$ cat config.mk
export PLATFORM = sky130hd
export DESIGN_NAME = div64_iter
export DESIGN_NICKNAME = d
export VERILOG_FILES = /design/src/rtl/div_pkg.sv /design/src/rtl/div64_step.sv /design/src/rtl/div64_iter.sv
export SDC_FILE = /design/constraint.sdc
export NUM_CORES = 1
export LEC_CHECK = 0
export BUFFER_PORTS_ARGS = -buffer_cell sky130_fd_sc_hd__buf_2
export CAP_MARGIN = 40
export CORE_MARGIN = 5
export CORE_UTILIZATION = 50
export CTS_CLUSTER_DIAMETER = 60
export DETAILED_ROUTE_END_ITERATION = 7
export GPL_TIMING_DRIVEN = 0
export PLACE_DENSITY_LB_ADDON = 0.3
export SLEW_MARGIN = 20
export SYNTH_ARGS = -nofsm -noshare
export SYNTH_HDL_FRONTEND = slang
export SYNTH_SLANG_ARGS = --single-unit
$ cat constraint.sdc
create_clock -name clk -period 3.4 [get_ports clk]
set_input_delay 0.34 -clock clk [delete_from_list [all_inputs] [get_ports clk]]
set_output_delay 0.34 -clock clk [all_outputs]
set_load 0.01 [all_outputs]
$ cat src/rtl/div_pkg.sv
// Shared definitions for the iterative divider: default width, FSM states and counter sizing.
package div_pkg;

   localparam int XLEN_DEFAULT = 64;

   typedef enum logic [1:0] {
      IDLE,
      CALC,
      FIX,
      DONE
   } divState_e;

   function automatic int cntWidth(input int xlen);
      return $clog2(xlen) + 1;
   endfunction

   localparam int CNT_W = cntWidth(XLEN_DEFAULT);

endpackage

$ cat src/rtl/div64_step.sv
// One radix-2 restoring division step: shift the next dividend bit into the partial remainder
// and subtract the divisor when it fits, producing one quotient bit.
module div64_step
   import div_pkg::*;
#(
   parameter int XLEN = XLEN_DEFAULT
) (
   input  logic [XLEN-1:0] r_i,
   input  logic [XLEN-1:0] q_i,
   input  logic [XLEN-1:0] d_i,
   output logic [XLEN-1:0] r_o,
   output logic [XLEN-1:0] q_o
);

   logic [XLEN:0] shifted;
   logic [XLEN:0] diff;
   logic          fits;

   // The partial remainder stays below the divisor, so the restored value always fits in XLEN bits.
   always_comb begin
      shifted = {r_i, q_i[XLEN-1]};
      fits    = (shifted >= {1'b0, d_i});
      diff    = shifted - {1'b0, d_i};
      r_o     = fits ? diff[XLEN-1:0] : shifted[XLEN-1:0];
      q_o     = {q_i[XLEN-2:0], fits};
   end

endmodule

$ cat src/rtl/div64_iter.sv
// Multi-cycle restoring divider with start/busy/done handshake and pipeline flush.
// Optional DIV_EARLY_OUT_EN skips the iteration loop for div-by-zero or divisor > dividend.
module div64_iter
   import div_pkg::*;
#(
   parameter int XLEN = XLEN_DEFAULT
) (
   input  logic            clk,
   input  logic            rst_n,
   input  logic            start,
   input  logic            is_signed,
   input  logic            flush,
   input  logic [XLEN-1:0] dividend,
   input  logic [XLEN-1:0] divisor,
   output logic            busy,
   output logic            done,
   output logic [XLEN-1:0] quotient,
   output logic [XLEN-1:0] remainder
);

   localparam int CntW = cntWidth(XLEN);

   divState_e       state_q;
   logic [CntW-1:0] cnt_q;
   logic [XLEN-1:0] quoWork_q;
   logic [XLEN-1:0] remWork_q;
   logic [XLEN-1:0] den_q;
   logic [XLEN-1:0] dividendOrig_q;
   logic            negQ_q;
   logic            negR_q;
   logic            divZero_q;
   logic            busy_q;
   logic            done_q;
   logic [XLEN-1:0] quotient_q;
   logic [XLEN-1:0] remainder_q;

   logic            negA_d;
   logic            negB_d;
   logic [XLEN-1:0] absA_d;
   logic [XLEN-1:0] absB_d;
   logic            earlyOut_d;
   logic [XLEN-1:0] quoStep_d;
   logic [XLEN-1:0] remStep_d;
   logic [XLEN-1:0] quoFix_d;
   logic [XLEN-1:0] remFix_d;

   div64_step #(
      .XLEN(XLEN)
   ) uStep (
      .r_i(remWork_q),
      .q_i(quoWork_q),
      .d_i(den_q),
      .r_o(remStep_d),
      .q_o(quoStep_d)
   );

   // Magnitudes of the incoming operands; the core only ever sees unsigned values.
   always_comb begin
      negA_d   = is_signed & dividend[XLEN-1];
      negB_d   = is_signed & divisor[XLEN-1];
      absA_d   = negA_d ? (~dividend + 1'b1) : dividend;
      absB_d   = negB_d ? (~divisor + 1'b1) : divisor;
      quoFix_d = negQ_q ? (~quoWork_q + 1'b1) : quoWork_q;
      remFix_d = negR_q ? (~remWork_q + 1'b1) : remWork_q;
`ifdef DIV_EARLY_OUT_EN
      earlyOut_d = (divisor == '0) || (absB_d > absA_d);
`else
      earlyOut_d = 1'b0;
`endif
   end

   always_ff @(posedge clk or negedge rst_n) begin
      if (!rst_n) begin
         state_q        <= IDLE;
         cnt_q          <= '0;
         quoWork_q      <= '0;
         remWork_q      <= '0;
         den_q          <= '0;
         dividendOrig_q <= '0;
         negQ_q         <= 1'b0;
         negR_q         <= 1'b0;
         divZero_q      <= 1'b0;
         busy_q         <= 1'b0;
         done_q         <= 1'b0;
         quotient_q     <= '0;
         remainder_q    <= '0;
      end else begin
         done_q <= 1'b0;
         case (state_q)
            IDLE: begin
               if (start && !flush) begin
                  dividendOrig_q <= dividend;
                  den_q          <= absB_d;
                  negQ_q         <= negA_d ^ negB_d;
                  negR_q         <= negA_d;
                  divZero_q      <= (divisor == '0);
                  cnt_q          <= '0;
                  busy_q         <= 1'b1;
                  if (earlyOut_d) begin
                     quoWork_q <= '0;
                     remWork_q <= absA_d;
                     state_q   <= FIX;
                  end else begin
                     quoWork_q <= absA_d;
                     remWork_q <= '0;
                     state_q   <= CALC;
                  end
               end
            end
            CALC: begin
               if (flush) begin
                  busy_q  <= 1'b0;
                  state_q <= IDLE;
               end else begin
                  quoWork_q <= quoStep_d;
                  remWork_q <= remStep_d;
                  cnt_q     <= cnt_q + 1'b1;
                  if (cnt_q == CntW'(XLEN - 1)) begin
                     state_q <= FIX;
                  end
               end
            end
            FIX: begin
               busy_q <= 1'b0;
               if (flush) begin
                  state_q <= IDLE;
               end else begin
                  // Division by zero reports all ones and the untouched dividend regardless of sign.
                  quotient_q  <= divZero_q ? '1 : quoFix_d;
                  remainder_q <= divZero_q ? dividendOrig_q : remFix_d;
                  done_q      <= 1'b1;
                  state_q     <= DONE;
               end
            end
            DONE: begin
               state_q <= IDLE;
            end
            default: begin
               state_q <= IDLE;
            end
         endcase
      end
   end

   assign busy      = busy_q;
   assign done      = done_q;
   assign quotient  = quotient_q;
   assign remainder = remainder_q;

endmodule

==> metrics.md <==
| Metric | Value |
|---|---|
| Worst EP arrival | roughly 4 ns |
| P per Cell Area | about 1100 nW/um2 |
| Fraction of layout cells with a size suffix above 1 | between 10% and 20% |
| Peak supply drop | 546 uV |
| Post-synth top flop | dfrtp_1 |
| Distinct cells, synth | 72 |
| Drt via density | between 5 and 6 |
| Mapped cell area | around 25000 um2 |
| Port Buffer Count | about 260 |
| Hold Path Origin | dividend[58] |
| CTS max path bufs | 3 |
| Antenna violations before repair | 3 |
| First-pass GRT wire length | between 100000 and 150000 um |
| Vias after detailed routing | 23900 |
| Die area | between 50000 and 60000 um2 |
| Initial core utilization | 50.5% |
| Final GP Congestion | 0.966 |
| EDFF count, synth | 0 |
| Leading area contributor after synthesis | dfrtp_1 |
| Worst reg2reg setup slack | 0.02 ns |
| Drt total wl | 86400 um |
| CP Capture Type | flop |
| CORE AREA | ~50000 um2 |
| Register area share after synthesis | ~39% |
| Residual DRC | 0 |
| Synth top area cells | dfrtp_1 39%, o21ai_0 7.1%, xor2_1 6.7%, a21oi_1 4.8%, nand2_1 4.8% |
| Outcome | complete, no violations |
| Tot Pwr | 31.9 mW |
| RSZ-0062 raised after global routing | yes |
| Layout area overhead | 19.3% |
| Clk_lat worst skew | between 0.5 and 0.6 ns |
| Reg clk slew, reported paths | roughly 0.060 ns |
| Critical-path top delay cell | dfrtp_1 |
| Hold depth | 2 |
| Max stage delay on crit path | 0.59 ns |
| Number of global-route vias before repair | roughly 23000 |
| Max H-tree Level | 2 |
| Leak pwr | ~13 nW |
| Final Slew Violations | 0 |
| Placed cells | about 3900 |
| Routed WL per cell | around 22 um |
| Final setup fails | 0 |
| Fin nets | ~3500 |
| Critical path required time | 3.91 ns |
| Startpoint types | flop |
| DR pass1 iterations | 6 |
| Num CTS Buffers | 46 |
| Cells after Synth | 2949 |
| Crit-path cells | ha_4 -> a2111oi_1 -> o21ai_2 -> o211ai_1 -> a21oi_2 -> a21bo_2 -> a31oi_4 -> o21bai_4 -> a21bo_2 -> a221o_1 -> o21ai_1 |
| Synth Warn # | 0 |
| Mapped Avg Cell Area | 8.59 um2 |
| Largest net degree at the start of global routing | roughly 100 |
| Tcrit/Tclk final | between 90% and 100% |
| FP Rows | between 80 and 90 |
| Finished Layout Cells | about 4000 |
| Worst setup skew after layout | approximately 0.024 ns |
| Io pins | 263 |
| Syn Nets | ~3200 |
| Root Buffer | clkbuf_16 |
| Async set or reset register ratio after synthesis | between 90% and 100% |
| CP Class | reg -> reg |
| 1st-iter DRT viols | approximately 2400 |
| Top cell by count, worst path | a21bo_2 |
| R2r startpoint | remWork_q[6]$_DFFE_PN0P_ |
| Fillers | around 4400 |
| Worst hold path endpoint | dividendOrig_q[58]$_DFFE_PN0P_ |
| Buffers & Inverters on Critical Path | 0 |
| All-Layer GR Usage | 29.5% |
| Final hold vios | 0 |
| Worst reg2reg path depth | 11 |
| Critical path fanouts, max | 8 |
| CTS tree | done |
| CP top delay family | compound AO/OA/AOI/OAI gates |
| Worst Tran Pin Value | around 0.85 ns |
| Dpl hpwl | roughly 70000 um |
| Hold/Removal Path Class | in -> reg |
| Placed Area | approximately 28000 um2 |
| Final Cell Area | ~30000 um2 |
| Post-route ant nets | 0 |
| GRT overflow | 0 |
| R2r endpoint | remWork_q[62]$_DFFE_PN0P_ |
| Chip Width | 235 um |
| FMAX | slightly below 300 MHz |
| Max-slew headroom | 43.6% |
| FF+latch count, synth | between 300 and 400 |
| TritonCTS sink count | between 300 and 400 |
| Area of the multi-input gates | ~15000 um2 |
| Top cell type's share of synthesized area | between 30% and 40% |
| Reg area | between 9000 and 10000 um2 |
| Fin crit period | approximately 3.4 ns |
| Die H | approximately 240 um |
| Maxcap violations | 0 |
==> flip-flops by register name, indices dropped and copies added, names as in the netlist <==
name,cells
state_q,2
done,1
remainder,64
quotient,64
remWork_q,64
den_q,64
quoWork_q,64
negQ_q,1
dividendOrig_q,64
negR_q,1
divZero_q,1
cnt_q,7
busy,1
==> worst reg2reg max path, delay by kind of cell (launching register included) <==
family                   cells  cell delay [ns]
flip-flops                   1             0.59
AO/OA/AOI/OAI               10             2.40
adder cells (fa/ha/maj)      1             0.30
==> report_power, final <==
group / total [mW] / internal [mW] / leakage, nW / switching (mW)
combinational: 17.9 / 7.38 / 7.40 / 10.5
sequential: 9.01 / 6.83 / 4.96 / 2.18
clock: 4.96 / 2.95 / 0.742 / 2.01
==> metrics by stage <==
step	hold slack [ns]	worst slack, ns	setup TNS [ns]	utilization [%]
after floorplan	0.0444	0.166	0	-
after global placement	0.455	-5.51	-2249.33	54.8
after detailed placement	0.322	-1.07	-79.77	55.2
after CTS	0.0161	-0.245	-3.59	58.9
after global routing	0.0268	-0.106	-0.372	60.2
final	0.0295	0.0219	0	60.2
==> what timing repair did <==
| action | CTS | global route |
|---|---|---|
| setup endpoints to repair | 170 | 118 |
| endpoints found under the hold margin | 65 | 0 |
| hold buffers | 1 | 0 |
| gates resized for setup | 79 | 140 |
| setup buffers | 12 | 27 |
| pin swaps | 7 | 26 |
==> how the worst max path moves through the flow <==
stage,start,cells past startpoint,slack [ns],to
6_report,remWork_q[6]$_DFFE_PN0P_,11,0.02,remWork_q[62]$_DFFE_PN0P_
5_1_grt,remWork_q[6]$_DFFE_PN0P_,11,-0.11,remWork_q[62]$_DFFE_PN0P_
4_1_cts,remWork_q[10]$_DFFE_PN0P_,14,-0.24,remWork_q[47]$_DFFE_PN0P_
3_5_place_dp,remWork_q[5]$_DFFE_PN0P_,13,-1.07,remWork_q[27]$_DFFE_PN0P_
3_3_place_gp,rst_n,1,-5.51,den_q[59]$_DFFE_PN0P_
2_1_floorplan,divisor[16],10,0.17,den_q[62]$_DFFE_PN0P_
==> final cells by class <==
cell class                 count  share of cell area, %
clock inverter                13                  0.546
timing repair buffer         313                   6.00
antenna                        4                 0.0331
buffer                       148                   2.04
multi-input combinational   2279                   49.9
tap                          672                   2.78
sequential                   398                   33.0
inverter                     103                   1.29
clock buffer                  68                   4.42
==> cell families after synthesis <==
| group | synth area share, % |
|---|---|
| xor gates and xnor gates | 10.6 |
| adders and majority gates | 3.73 |
| and+or+nand+nor | 16.2 |
| buffers and inverters | 4.05 |
| AOI/OAI and AO/OA | 21.4 |
| DFF | 39.3 |
| muxes | 4.69 |
==> layout by cell type, fill, tap and decap left out, types with 16 or more instances in the layout <==
cell,netlist,routed
ha_1,74,43
nor4_1,20,17
xor2_1,193,193
nand2_1,321,318
nor2_1,227,222
mux2i_1,49,49
a22oi_1,63,63
a21o_1,25,25
o21ai_0,357,341
mux2_2,62,62
ha_2,0,17
clkbuf_1,152,134
buf_4,0,41
or2_2,19,19
inv_1,102,100
o31ai_1,56,53
or4_1,35,30
o21ai_1,16,23
buf_2,4,263
nand3_1,34,34
nor3_1,58,50
xnor2_1,114,113
a21oi_2,0,16
nand2b_1,29,29
dfrtp_1,398,379
or3_1,51,48
a21oi_1,244,225
o41ai_1,28,21
clkbuf_16,0,47
a32oi_1,19,16
dfrtp_2,0,19
nand4_1,28,28
==> layer usage <==
layer	GRT usage (%)	wire length (um)	vias up
li1	-	-	11200
met1	40.0	36800	11500
met2	48.1	39800	962
met3	3.55	5730	233
met4	12.7	3990	2
met5	0	11	-
==> synth_stat cells, drive strengths merged, types with 62 or more instances <==
master / n
inv: 102
xor2: 193
mux2: 62
dfrtp: 398
a21oi: 244
nor2: 228
o21ai: 373
a22oi: 63
xnor2: 114
nand2: 322
clkbuf: 152
ha: 74
(Power assumes the default switching activity.)
